===== src/rtl/cl_sertc_uart_tx.sv =====
// Camera Link SerTC UART transmitter: byte FIFO feeding an 8N1 serialiser.
// The serial line leaves through a flop so the LVDS buffer never sees a glitch.
module cl_sertc_uart_tx #(
    parameter int unsigned CLK_FREQ_HZ = 100000000,
    parameter int unsigned BAUD        = 9600,
    parameter int unsigned FIFO_DEPTH  = 16
) (
    input  logic                          clk,
    input  logic                          rst_n,
    input  logic [7:0]                    s_data,
    input  logic                          s_valid,
    output logic                          s_ready,
    output logic                          ser_tx,
    output logic                          busy,
    output logic [$clog2(FIFO_DEPTH):0]   fifo_level
);

    localparam int unsigned DIV = (CLK_FREQ_HZ + BAUD / 2) / BAUD;
    localparam int CW = (DIV > 1) ? $clog2(DIV) : 1;
    localparam int AW = $clog2(FIFO_DEPTH);
    localparam logic [CW-1:0] CNT_LAST = CW'(DIV - 1);
    localparam logic [CW-1:0] CNT_ONE  = CW'(1);
    localparam logic [AW-1:0] PTR_ONE  = AW'(1);
    localparam logic [AW:0]   LVL_ONE  = (AW + 1)'(1);
    localparam logic [AW:0]   LVL_FULL = (AW + 1)'(FIFO_DEPTH);

    if (DIV < 2) begin : g_div_chk
        $error("cl_sertc_uart_tx: bit period DIV must be at least 2 clock cycles");
    end
    if ((FIFO_DEPTH < 2) || ((FIFO_DEPTH & (FIFO_DEPTH - 1)) != 0)) begin : g_depth_chk
        $error("cl_sertc_uart_tx: FIFO_DEPTH must be a power of two and at least 2");
    end

    typedef enum logic [1:0] {
        S_IDLE  = 2'd0,
        S_START = 2'd1,
        S_DATA  = 2'd2,
        S_STOP  = 2'd3
    } state_t;

    state_t          r_state;
    state_t          w_state_nxt;
    logic [CW-1:0]   r_cnt;
    logic [2:0]      r_idx;
    logic [7:0]      r_shift;
    logic            r_ser_tx;
    logic [AW-1:0]   r_wr_ptr;
    logic [AW-1:0]   r_rd_ptr;
    logic [AW:0]     r_level;
    logic [7:0]      r_mem [FIFO_DEPTH];

    logic            w_push;
    logic            w_pop;
    logic            w_bit_end;
    logic            w_not_empty;
    logic            w_ser_nxt;

    assign w_not_empty = (r_level != '0);
    assign s_ready     = (r_level != LVL_FULL);
    assign w_push      = s_valid && s_ready;
    assign w_bit_end   = (r_cnt == CNT_LAST);

    always_ff @(posedge clk or negedge rst_n) begin
        if (!rst_n) begin
            r_state <= S_IDLE;
        end else begin
            r_state <= w_state_nxt;
        end
    end

    always_comb begin
        w_state_nxt = r_state;
        w_pop       = 1'b0;
        w_ser_nxt   = 1'b1;
        case (r_state)
            S_IDLE: begin
                if (w_not_empty) begin
                    w_pop       = 1'b1;
                    w_state_nxt = S_START;
                end
            end
            S_START: begin
                w_ser_nxt = 1'b0;
                if (w_bit_end) w_state_nxt = S_DATA;
            end
            S_DATA: begin
                w_ser_nxt = r_shift[0];
                if (w_bit_end && (r_idx == 3'd7)) w_state_nxt = S_STOP;
            end
            S_STOP: begin
                // Pop straight into the next start bit so back-to-back frames have no gap.
                if (w_bit_end) begin
                    if (w_not_empty) begin
                        w_pop       = 1'b1;
                        w_state_nxt = S_START;
                    end else begin
                        w_state_nxt = S_IDLE;
                    end
                end
            end
            default: w_state_nxt = S_IDLE;
        endcase
    end

    always_ff @(posedge clk or negedge rst_n) begin
        if (!rst_n) begin
            r_cnt    <= '0;
            r_idx    <= '0;
            r_shift  <= '0;
            r_ser_tx <= 1'b1;
        end else begin
            if ((w_state_nxt != r_state) || w_bit_end) r_cnt <= '0;
            else                                       r_cnt <= r_cnt + CNT_ONE;

            if (r_state == S_START)                   r_idx <= '0;
            else if ((r_state == S_DATA) && w_bit_end) r_idx <= r_idx + 3'd1;

            if (w_pop)                                 r_shift <= r_mem[r_rd_ptr];
            else if ((r_state == S_DATA) && w_bit_end) r_shift <= {1'b0, r_shift[7:1]};

            r_ser_tx <= w_ser_nxt;
        end
    end

    always_ff @(posedge clk or negedge rst_n) begin
        if (!rst_n) begin
            r_wr_ptr <= '0;
            r_rd_ptr <= '0;
            r_level  <= '0;
        end else begin
            if (w_push) r_wr_ptr <= r_wr_ptr + PTR_ONE;
            if (w_pop)  r_rd_ptr <= r_rd_ptr + PTR_ONE;
            case ({w_push, w_pop})
                2'b10:   r_level <= r_level + LVL_ONE;
                2'b01:   r_level <= r_level - LVL_ONE;
                default: r_level <= r_level;
            endcase
        end
    end

    // Storage needs no reset: the level counter alone decides what is valid.
    always_ff @(posedge clk) begin
        if (w_push) r_mem[r_wr_ptr] <= s_data;
    end

    assign ser_tx     = r_ser_tx;
    assign fifo_level = r_level;
    assign busy       = (r_state != S_IDLE) || w_not_empty;

endmodule

===== config.mk =====
export PLATFORM = sky130hd
export DESIGN_NAME = cl_sertc_uart_tx
export DESIGN_NICKNAME = d
export VERILOG_FILES = /design/src/rtl/cl_sertc_uart_tx.sv
export SDC_FILE = /design/constraint.sdc
export NUM_CORES = 1
export LEC_CHECK = 0
export ABC_AREA = 1
export BUFFER_PORTS_ARGS = -buffer_cell sky130_fd_sc_hd__buf_2
export CAP_MARGIN = 20
export CORE_MARGIN = 4
export CORE_UTILIZATION = 62
export DETAILED_ROUTE_END_ITERATION = 16
export PLACE_DENSITY_LB_ADDON = 0.08
export SYNTH_ARGS = -nofsm -noshare
export SYNTH_HDL_FRONTEND = slang
export SYNTH_SLANG_ARGS = --single-unit

===== constraint.sdc =====
create_clock -name clk -period 3.7 [get_ports clk]
set_clock_uncertainty 0.15 [all_clocks]
set_input_delay 0.74 -clock clk [delete_from_list [all_inputs] [get_ports clk]]
set_output_delay 0.74 -clock clk [all_outputs]
set_load 0.1 [all_outputs]

==> metrics.md <==
| Metric | Value |
|---|---|
| Seq pwr share | between 30% and 40% |
| Reg-to-reg startpoint | r_cnt[0]$_DFF_PN0_ |
| GR Overflow Total | 0 |
| CP Cell Sequence | inv_1 > ha_1 > nand2_1 > nor2_1 > nand2_1 > nor2_2 > nand2_1 > nand2_2 > nand2_2 > inv_2 > ha_1 > xor2_1 > ha_1 > inv_1 > nand2_1 > nand2_1 > nand2_1 > nand2_1 > nand3_1 > nand2_1 |
| DRC | 0 |
| Final setup margin | 0.6696 ns |
| Seq/Total Area, Yosys | 65.80% |
| Core box area | 0.01156 sq mm |
| Initial DRT Pass Iterations | 6 |
| Switching pwr | 2.435 mW |
| YS warnings | 0 |
| Mean area per synthesized cell | approximately 11 sq um |
| Worst rel slew slack | 36.63% |
| Routed wire length | 15,350 microns |
| TritonCTS clock tree | built |
| Crit path max-delay cell type | dfrtp_1 |
| Reg2Reg Depth | 20 |
| DR vias/cell | 5.900 |
| Initial core utilization | roughly 64% |
| Yosys reg bits | 169 |
| Final min period | 3.030 ns |
| Internal | 4.077 mW |
| Ys async rst share | 24.26% |
| Die H | 117.3 microns |
| Top-count cell post-synth | edfxtp_1 |
| Distinct cells, synth | 31 |
| Total power | 6.511 mW |
| CTS Sinks | 169 |
| Setup tns final | 0 ns |
| Critical Path Sink Type | flop |
| Buf+Inv Stages, Crit Path | 3 |
| Nets | approximately 700 |
| Crit path required time | 3.86 ns |
| Largest net degree at the start of global routing | 42 |
| Post-synth top flop | edfxtp_1 |
| Critical Path Max Stage Delay | 0.41 ns |
| EDFF count, synth | 128 |
| Peak VDD IR | 0.6083 mV |
| Vias in the first global route | 4,853 |
| Worst slew pin tran | between 0.9 and 1 ns |
| Routed Antenna Nets | 0 |
| Area contributors post-synth | edfxtp_1 (52%), dfrtp_1 (14%), nor2_1 (4.9%), o21ai_0 (4.5%), nand2_1 (4.1%) |
| RR Endpoint | fifo_level[4]$_DFFE_PN0P_ |
| Yosys top cell area share | 51.93% |
| Iter 0 DRT Violations | 548 |
| GRT Util Overall | 24.28% |
| Comb pwr share | 32.5% |
| Leakage | about 3.1 nW |
| Cts hold-fix bufs | 0 |
| Clock power frac | 28.1% |
| Post-CTS Resized | 0 |
| Max Slew Vio Count | 0 |
| Inserted Clock Buffers | 17 |
| Placement Rows | 39 |
| RSZ-0062 raised after global routing | false |
| Root Buffer | clkbuf_16 |
| Final setup viols | 0 |
| CP delay by family, top | simple AND/OR/NAND/NOR gates |
| Max frequency | 0.3300 GHz |
| Worst EP arrival | 3.19 ns |
| Htree depth | 4 |
| Sw Share | 37.39% |
| Synth Instances | roughly 660 |
| First-pass GRT wire length | 24,590 microns |
| Share of cells above drive strength 1 | 11.84% |
| Clock Latency Late Sink | approximately 0.42 ns |
| Final period utilization | 81.90% |
| Status | complete, no violations |
| DP HPWL | roughly 9400 microns |
| Syn-to-layout area delta | 11.11% |
| IO Pins | 19 |
| PwrDens | 791.8 mW/mm^2 |
| Post-Syn Area | 0.007402 sq mm |
| Critical path launch point type | flop |
| Worst slack at placement | 0.6663 ns |
| Top cell type by total area after synthesis | edfxtp_1 |
| Initial antenna violation count | 0 |
| Die X-Extent | 117.3 microns |
| Routability cong. | approximately 0.86 |
| Critical Path Start | r_cnt[0]$_DFF_PN0_ |
| WL per Instance | between 15 and 20 microns |
| # Post-CTS Setup Buffers | 0 |
| CTS max path bufs | 2 |
| Worst setup path class | reg2reg |
| Hold Path Class | in2async |
| Die area | 0.01375 sq mm |
| # diodes | 0 |
| Crit-path max FO | 20 |
| Synth Net Count | 685 |
| Most used cell, CP | nand2_1 |
| R2R Setup Slk | roughly 0.67 ns |
| IO buf count | 18 |
| Synth top cells by count | edfxtp_1 (128), nor2_1 (96), nand2_1 (81) |
| Hold Vio Cnt, Final | 0 |
| Clock transition at path regs | roughly 0.06 ns |
| Via count | 4,879 |
| Max cap viols | 0 |
## how the worst max path moves through the flow
stage                                endpoint  slack, ns  cells after the start
floorplan           fifo_level[4]$_DFFE_PN0P_       0.41                     12
finish              fifo_level[4]$_DFFE_PN0P_       0.67                     20
detailed placement  fifo_level[4]$_DFFE_PN0P_       0.67                     20
global placement    fifo_level[4]$_DFFE_PN0P_       0.78                     20
CTS                 fifo_level[4]$_DFFE_PN0P_       0.65                     20
global route        fifo_level[4]$_DFFE_PN0P_       0.28                     20
## power by group through the flow
stage | sequential (mW) | combinational (mW) | clock (mW)
5_1_grt | 2.60 | 2.34 | 1.94
2_1_floorplan | 2.71 | 1.42 | 0
4_1_cts | 2.56 | 2.09 | 1.85
3_5_place_dp | 2.60 | 2.08 | 0
6_report | 2.57 | 2.12 | 1.83
3_3_place_gp | 2.59 | 2.03 | 0
## through the flow
stage	util (%)	hold slack, ns	cells	instance area, sq um
after floorplan	-	0.2944	658	7407
after global placement	65.55	0.3170	794	7581
after detailed placement	65.55	0.3337	794	7581
after CTS	70.88	0.3357	826	8197
after global routing	71.11	0.3776	827	8224
final	71.11	0.3191	827	8224
## registers in the layout (all words and copies together) (netlist names)
name / flops
r_idx: 3
r_wr_ptr: 4
ser_tx: 1
r_rd_ptr: 4
r_shift: 8
fifo_level: 5
r_state: 2
r_mem: 128
r_cnt: 14
## worst reg2reg max path: cells and delay by family, from the launching register on
family	cells	cell delay, ns
XOR/XNOR	1	0.21
AND/OR/NAND/NOR	13	1.11
flip-flops	1	0.41
buffers and inverters	3	0.41
adder cells (fa/ha/maj)	3	0.65
## cells in the final DEF (no fill, tap or decap), types with 7 or more instances in the layout
cell,n
xor2_1,13
inv_1,43
dfrtp_1,39
clkbuf_16,17
edfxtp_1,128
buf_2,18
a21oi_1,7
ha_1,16
o221ai_1,28
nor2_2,16
o21ai_0,66
nand2_1,81
nor2_1,96
nand3_1,53
o211ai_1,9
## logic make-up after synthesis
| logic type | count (synthesis) | synth area share, % |
|---|---|---|
| flip-flops | 169 | 65.80 |
| buffers and inverters | 78 | 4.192 |
| AND/OR/NAND/NOR | 260 | 15.30 |
| XOR/XNOR | 18 | 2.130 |
| AO/OA/AOI/OAI | 117 | 9.872 |
| adder cells (fa/ha/maj) | 16 | 2.705 |
## per-layer routing
metal,vias up,wire [microns],track usage [%]
met5,-,0,0
met3,31,1004,6.221
li1,2338,-,-
met1,2346,6509,32.39
met2,164,7446,38.95
met4,0,393,8.716
## layout make-up
type	count	area, sq um
Tap cell	143	178.9
Sequential cell	169	4872
Multi-Input combinational cell	411	2226
Clock buffer	23	467.9
Timing Repair Buffer	23	147.6
Inverter	49	183.9
Clock inverter	9	147.6
Fill cell	821	3341
No activity file was read; power rests on OpenSTA's default activity.
